**src/rtl/loader_pkg.sv**
```systemverilog
// Shared types and helpers for the BIOS stream loader: FSM states, source
// select encodings and lane-count arithmetic.
package loader_pkg;

    typedef enum logic [2:0] {
        IDLE,
        R_ISSUE,
        R_CAPT,
        S_WAIT,
        WRITE,
        DONE
    } state_t;

    localparam logic SRC_ROM   = 1'b0;
    localparam logic SRC_IOCTL = 1'b1;

    // Bytes per target word.
    function automatic int lanes(input int dw_out);
        return dw_out / 8;
    endfunction

    // Width of a lane index; a single-lane word still gets a 1-bit counter.
    function automatic int lane_width(input int r);
        return (r > 1) ? $clog2(r) : 1;
    endfunction

endpackage

```
**src/rtl/word_packer.sv**
```systemverilog
// Byte-to-word assembly register: each load writes one byte into the lane
// selected by i_lane, in little- or big-endian lane order.
module word_packer
    import loader_pkg::*;
#(
    parameter  int DW_OUT     = 16,
    parameter  bit BIG_ENDIAN = 1'b0,
    localparam int R          = lanes(DW_OUT),
    localparam int LW         = lane_width(R)
) (
    input  logic              i_clk_sys,
    input  logic              i_reset,
    input  logic              i_load,
    input  logic [LW-1:0]     i_lane,
    input  logic [7:0]        i_byte_in,
    output logic [DW_OUT-1:0] o_word
);

    logic [DW_OUT-1:0] r_word;

    always_ff @(posedge i_clk_sys) begin
        // NOTE: the word drives o_tgt_din directly, so it is reset to keep every
        // loader output at 0 after reset.
        if (i_reset) begin
            r_word <= '0;
        end else if (i_load) begin
            for (int l = 0; l < R; l++) begin
                // NOTE: non-blocking so this register updates in step with the FSM.
                if (i_lane == LW'(l)) begin
                    r_word[8*(BIG_ENDIAN ? (R-1-l) : l) +: 8] <= i_byte_in;
                end
            end
        end
    end

    assign o_word = r_word;

endmodule

```
**src/rtl/bios_stream_loader.sv**
```systemverilog
// Boot-image loader: pulls bytes from ROM or the HPS ioctl stream, packs them
// into target words and writes them to consecutive addresses under handshake.
module bios_stream_loader
    import loader_pkg::*;
#(
    parameter int DW_OUT     = 16,
    parameter int AW_OUT     = 13,
    parameter int WORDS      = 8192,
    parameter bit BIG_ENDIAN = 1'b0,
    parameter int AW_ROM     = 14
) (
    input  logic              i_clk_sys,
    input  logic              i_reset,
    input  logic              i_start,
    input  logic              i_src_sel,
    output logic              o_rom_ce,
    output logic [AW_ROM-1:0] o_rom_addr,
    input  logic [7:0]        i_rom_data,
    input  logic              i_ioctl_download,
    input  logic              i_ioctl_wr,
    input  logic [7:0]        i_ioctl_dout,
    output logic              o_ioctl_wait,
    input  logic              i_tgt_req,
    output logic              o_tgt_wr,
    output logic [AW_OUT-1:0] o_tgt_addr,
    output logic [DW_OUT-1:0] o_tgt_din,
    output logic              o_busy,
    output logic              o_done,
    output logic              o_error
);

    localparam int R    = lanes(DW_OUT);
    localparam int LW   = lane_width(R);
    localparam int WC_W = AW_OUT + 1;
    localparam int PW   = WC_W + 4;

    localparam logic [WC_W-1:0] WORDS_C   = WC_W'(WORDS);
    localparam logic [WC_W-1:0] LAST_WORD = WC_W'(WORDS - 1);
    localparam logic [LW-1:0]   LAST_LANE = LW'(R - 1);

    state_t              r_state, w_state_nx;
    logic                r_src, w_src_nx;
    logic [WC_W-1:0]     r_word_cnt, w_word_cnt_nx;
    logic [LW-1:0]       r_lane, w_lane_nx;
    logic                r_rom_ce, w_rom_ce_nx;
    logic [AW_ROM-1:0]   r_rom_addr, w_rom_addr_nx;
    logic                r_tgt_wr, w_tgt_wr_nx;
    logic [AW_OUT-1:0]   r_tgt_addr, w_tgt_addr_nx;
    logic                r_busy, w_busy_nx;
    logic                r_done, w_done_nx;
    logic                r_error, w_error_nx;
    logic                r_absorb, w_absorb_nx;
    logic                r_dl_d;
    logic                w_load;
    logic [7:0]          w_byte;
    logic                w_last_lane;
    logic                w_dl_fall;
    logic [DW_OUT-1:0]   w_word;

    function automatic logic [AW_ROM-1:0] rom_byte_addr(input logic [WC_W-1:0] cnt,
                                                        input logic [LW-1:0]   lane);
        logic [PW-1:0] full;
        full = PW'(cnt) * PW'(R) + PW'(lane);
        return AW_ROM'(full);
    endfunction

    assign w_last_lane = (r_lane == LAST_LANE);
    assign w_dl_fall   = r_dl_d & ~i_ioctl_download;

    always_ff @(posedge i_clk_sys) begin
        if (i_reset) begin
            r_state    <= IDLE;
            r_src      <= SRC_ROM;
            r_word_cnt <= '0;
            r_lane     <= '0;
            r_rom_ce   <= 1'b0;
            r_rom_addr <= '0;
            r_tgt_wr   <= 1'b0;
            r_tgt_addr <= '0;
            r_busy     <= 1'b0;
            r_done     <= 1'b0;
            r_error    <= 1'b0;
            r_absorb   <= 1'b0;
            r_dl_d     <= 1'b0;
        end else begin
            r_state    <= w_state_nx;
            r_src      <= w_src_nx;
            r_word_cnt <= w_word_cnt_nx;
            r_lane     <= w_lane_nx;
            r_rom_ce   <= w_rom_ce_nx;
            r_rom_addr <= w_rom_addr_nx;
            r_tgt_wr   <= w_tgt_wr_nx;
            r_tgt_addr <= w_tgt_addr_nx;
            r_busy     <= w_busy_nx;
            r_done     <= w_done_nx;
            r_error    <= w_error_nx;
            r_absorb   <= w_absorb_nx;
            r_dl_d     <= i_ioctl_download;
        end
    end

    always_comb begin
        // NOTE: every signal written here gets its default first so no path infers a latch.
        w_state_nx    = r_state;
        w_src_nx      = r_src;
        w_word_cnt_nx = r_word_cnt;
        w_lane_nx     = r_lane;
        w_rom_ce_nx   = 1'b0;
        w_rom_addr_nx = r_rom_addr;
        w_tgt_wr_nx   = r_tgt_wr;
        w_tgt_addr_nx = r_tgt_addr;
        w_busy_nx     = r_busy;
        w_done_nx     = r_done;
        w_error_nx    = r_error;
        w_absorb_nx   = r_absorb;
        w_load        = 1'b0;
        w_byte        = i_rom_data;

        case (r_state)
            IDLE, DONE: begin
                // After a complete ioctl image, trailing bytes are an overflow.
                if (r_state == DONE && r_absorb) begin
                    if (i_ioctl_wr) w_error_nx = 1'b1;
                    if (!i_ioctl_download) w_absorb_nx = 1'b0;
                end
                if (i_start) begin
                    w_src_nx      = i_src_sel;
                    w_word_cnt_nx = '0;
                    w_lane_nx     = '0;
                    w_busy_nx     = 1'b1;
                    w_done_nx     = 1'b0;
                    w_error_nx    = 1'b0;
                    w_absorb_nx   = 1'b0;
                    if (i_src_sel == SRC_ROM) begin
                        w_state_nx    = R_ISSUE;
                        w_rom_ce_nx   = 1'b1;
                        w_rom_addr_nx = '0;
                    end else begin
                        w_state_nx = S_WAIT;
                    end
                end
            end
            R_ISSUE: w_state_nx = R_CAPT;
            R_CAPT: begin
                w_load = 1'b1;
                if (w_last_lane) begin
                    w_state_nx    = WRITE;
                    w_tgt_wr_nx   = 1'b1;
                    w_tgt_addr_nx = r_word_cnt[AW_OUT-1:0];
                end else begin
                    w_lane_nx     = r_lane + LW'(1);
                    w_state_nx    = R_ISSUE;
                    w_rom_ce_nx   = 1'b1;
                    w_rom_addr_nx = rom_byte_addr(r_word_cnt, r_lane + LW'(1));
                end
            end
            S_WAIT: begin
                if (w_dl_fall && (r_word_cnt < WORDS_C || r_lane != '0)) begin
                    w_state_nx = DONE;
                    w_busy_nx  = 1'b0;
                    w_done_nx  = 1'b1;
                    w_error_nx = 1'b1;
                end else if (i_ioctl_wr) begin
                    w_load = 1'b1;
                    w_byte = i_ioctl_dout;
                    if (w_last_lane) begin
                        w_state_nx    = WRITE;
                        w_tgt_wr_nx   = 1'b1;
                        w_tgt_addr_nx = r_word_cnt[AW_OUT-1:0];
                    end else begin
                        w_lane_nx = r_lane + LW'(1);
                    end
                end
            end
            WRITE: begin
                if (r_src == SRC_IOCTL && i_ioctl_wr) w_error_nx = 1'b1;
                if (i_tgt_req) begin
                    w_tgt_wr_nx   = 1'b0;
                    w_word_cnt_nx = r_word_cnt + WC_W'(1);
                    w_lane_nx     = '0;
                    if (r_word_cnt == LAST_WORD) begin
                        w_state_nx  = DONE;
                        w_busy_nx   = 1'b0;
                        w_done_nx   = 1'b1;
                        w_absorb_nx = (r_src == SRC_IOCTL);
                    end else if (r_src == SRC_ROM) begin
                        w_state_nx    = R_ISSUE;
                        w_rom_ce_nx   = 1'b1;
                        w_rom_addr_nx = rom_byte_addr(r_word_cnt + WC_W'(1), LW'(0));
                    end else begin
                        w_state_nx = S_WAIT;
                    end
                end
            end
            default: w_state_nx = IDLE;
        endcase
    end

    word_packer #(
        .DW_OUT    (DW_OUT),
        .BIG_ENDIAN(BIG_ENDIAN)
    ) u_packer (
        .i_clk_sys(i_clk_sys),
        .i_reset  (i_reset),
        .i_load   (w_load),
        .i_lane   (r_lane),
        .i_byte_in(w_byte),
        .o_word   (w_word)
    );

    assign o_rom_ce     = r_rom_ce;
    assign o_rom_addr   = r_rom_addr;
    assign o_ioctl_wait = (r_state == WRITE) && (r_src == SRC_IOCTL);
    assign o_tgt_wr     = r_tgt_wr;
    assign o_tgt_addr   = r_tgt_addr;
    assign o_tgt_din    = w_word;
    assign o_busy       = r_busy;
    assign o_done       = r_done;
    assign o_error      = r_error;

endmodule

```
**config.mk**
```make
export PLATFORM = sky130hd
export DESIGN_NAME = bios_stream_loader
export DESIGN_NICKNAME = d
export VERILOG_FILES = /design/src/rtl/loader_pkg.sv /design/src/rtl/word_packer.sv /design/src/rtl/bios_stream_loader.sv
export SDC_FILE = /design/constraint.sdc
export NUM_CORES = 1
export LEC_CHECK = 0
export BUFFER_PORTS_ARGS = -buffer_cell sky130_fd_sc_hd__clkbuf_2
export CORE_MARGIN = 4
export CORE_UTILIZATION = 55
export DETAILED_ROUTE_END_ITERATION = 8
export GPL_TIMING_DRIVEN = 0
export PLACE_DENSITY = 0.84
export SKIP_CTS_REPAIR_TIMING = 1
export SLEW_MARGIN = 20
export SYNTH_ARGS = -nofsm -noshare
export SYNTH_HDL_FRONTEND = slang
export SYNTH_HIERARCHICAL = 1
export SYNTH_SLANG_ARGS = --single-unit
```
**constraint.sdc**
```tcl
create_clock -name i_clk_sys -period 4.85 [get_ports i_clk_sys]
set_clock_uncertainty 0.15 [all_clocks]
set_input_delay 0.2425 -clock i_clk_sys [delete_from_list [all_inputs] [get_ports i_clk_sys]]
set_output_delay 0.2425 -clock i_clk_sys [all_outputs]
set_load 0.03 [all_outputs]
```
==> results_dict.tcl <==
set metrics [dict create \
    status "completed" \
    grt-ovfl-total 0 \
    netlist_instances 413 \
    cts_max_path_buffers 2 \
    grt_max_degree 12 \
    fin_nets 518 \
    synthTopCellsByCount "69 x dfxtp_1, 41 x a21oi_1, 35 x nor2_1, 33 x nand2b_1, 32 x mux2i_1" \
    p_clk_share_pct 27.4 \
    seqPwrFrac_pct 38.8 \
    multi_input_area_um2 1994 \
    dp.cells 560 \
    synth-edff-count 0 \
    placementRows 29 \
    hold_class "primary input to register" \
    hold_viol_final 0 \
    root_buffer "clkbuf_8" \
    drive_gt1_share_pct 25.70 \
    gp_congestion 0.9361 \
    die_h_um 88.58 \
    dr.pass1.iters 7 \
    grt_pass1_wl_um 15370 \
    max-vdd-ir-drop_v 0.0003088 \
    synthArstFlopShare_pct 0 \
    endpoint_kind "register" \
    ios 72 \
    drcViolationCount 0 \
    clock_latency_ns 0.35 \
    cp_max_fo 10 \
    rsz0062_at_grt "false" \
    fin_hold_ws_ns 0.04856 \
    cp.required_ns 4.91 \
    finalCoreUtilization_pct 66.81 \
    setup_viol 0 \
    path_class "register to register" \
    synth_top_cell_area_share_pct 38.68 \
    wl_per_cell_um 16.64 \
    syn2layout_area_growth_pct 18.12 \
    drtIter0Drc 250 \
    io_buffers 70 \
    synth_nets 437 \
    synth_warnings 6 \
    grt_antenna_before_repair 0 \
    core-area_um2 6314 \
    yosys_register_bits 69 \
    initial_core_util_pct 56.56 \
    grt_use_total_pct 25.37 \
    power_leakage_nw 1.662 \
    synth_ff_type "dfxtp_1" \
    tightest_slew_ns 0.7451 \
    clkSinkCount 69 \
    synth_area_leaders "dfxtp_1 39%, mux2i_1 9.0%, nand2b_1 5.8%" \
    dp_hpwl_um 6960 \
    worstSetupStartpointType "register" \
    fin_area_um2 4218 \
    worst_ep_arrival_time_ns 2.47 \
    drt_wl_total_um 9568 \
    ff2ff_setup_slack_ns 2.43 \
    cts.clk_slew.worst_paths_ns 0.07 \
    p_int_mw 1.105 \
    ys_seq_area_share_pct 38.68 \
    num_vias 3451 \
    slew_headroom_pct 50.14 \
    avgSynthCellArea_um2 8.646 \
    p_sw_mw 0.6486 \
    syn_area_um2 3571 \
    synth_most_common_cell "dfxtp_1" \
    via_per_inst 6.002 \
    numCtsBuffers 9 \
    grt_pass1_vias 3156 \
    dpl_cell_area_um2 4018 \
    finalSetupTns_ns 0 \
    htreeDepth 3 \
    power_frac_comb_pct 33.8 \
    period_needed_ns 2.416 \
    n_antenna_cell 0 \
    die_w_um 88.58 \
    final_cells 575 \
    drv_cap 0 \
    synth.largest_area_cell "dfxtp_1" \
    cts_tree "built" \
    ys_types 61 \
    ant_nets 0 \
    powerDensity_nw_per_um2 415.9 \
    finalCritPeriodShare_pct 49.81 \
    fmax_mhz 413.9 \
    final_max_slew_viol_count 0 \
    seq_area_um2 1381 \
    fill_cells 558 \
    dieArea_um2 7846 \
    switching_share_pct 36.98 \
]
-- power by group through the flow --
stage	Clock (mW)	Combinational [mW]	Sequential, mW
after global routing	0.508	0.642	0.690
after detailed placement	0	0.589	0.693
after floorplan	0	0.330	0.799
after global placement	0	0.581	0.691
after CTS	0.482	0.592	0.681
final	0.481	0.592	0.681
-- stage by stage --
step | power [mW] | setup slack [ns]
2_1_floorplan | 1.129 | 2.853
3_3_place_gp | 1.272 | 2.563
3_5_place_dp | 1.282 | 2.513
4_1_cts | 1.755 | 2.489
5_1_grt | 1.840 | 2.266
6_report | 1.754 | 2.434
-- routing by layer --
layer / track usage, % / routed length, µm
met5: 0 / 0
met4: 11.13 / 219
met3: 5.028 / 797
met2: 38.55 / 4332
met1: 35.00 / 4218
-- placed cells by master (no fill, tap or decap), types with 14 or more instances in the layout --
| cell | n |
|---|---|
| buf_2 | 14 |
| dfxtp_1 | 69 |
| clkbuf_2 | 71 |
| nor2_1 | 35 |
| nand2b_1 | 33 |
| mux2i_1 | 32 |
| o21ai_0 | 19 |
| a21oi_1 | 41 |
| nand2_1 | 20 |
| clkbuf_1 | 15 |
-- worst paths after layout --
path,start,end,cells past startpoint
max reg2reg,r_word_cnt[0],o_rom_addr[8],7
max,r_word_cnt[0],o_rom_addr[8],7
min reg2reg,o_done,o_done,1
min,i_ioctl_download,r_dl_d,2
-- sequential cells by signal (all words and copies together) (netlist names), 3 cells and up --
name	flops
o_tgt_addr	13
r_state	3
u_packer/o_word	16
o_rom_addr	14
r_word_cnt	14
-- area by class of cell --
type | count | share of cell area (%)
Buffer | 33 | 3.916
Clock buffer | 12 | 3.678
Clock inverter | 3 | 1.068
Inverter | 8 | 0.7120
Multi-Input combinational cell | 303 | 47.29
Sequential cell | 69 | 32.75
Tap cell | 77 | 2.284
Timing Repair Buffer | 70 | 8.306
-- critical path: stages, from the launching register on --
cell and delay, ns:
dfxtp_1 0.53, ha_1 0.29, and3_1 0.26, and4_1 0.29, nand3_1 0.18, clkbuf_1 0.26
a21oi_1 0.25, a211oi_2 0.07
-- kinds of logic after synthesis --
group / Yosys count / share of synthesized area [%]
flops: 69 / 38.68
xor+xnor: 2 / 0.4906
fa+ha+maj: 2 / 0.6306
compound gates: 112 / 20.99
simple gates: 147 / 22.25
buf+inv: 41 / 5.466
mux: 40 / 11.49
Note: power is estimated with default switching activity, not from simulation.
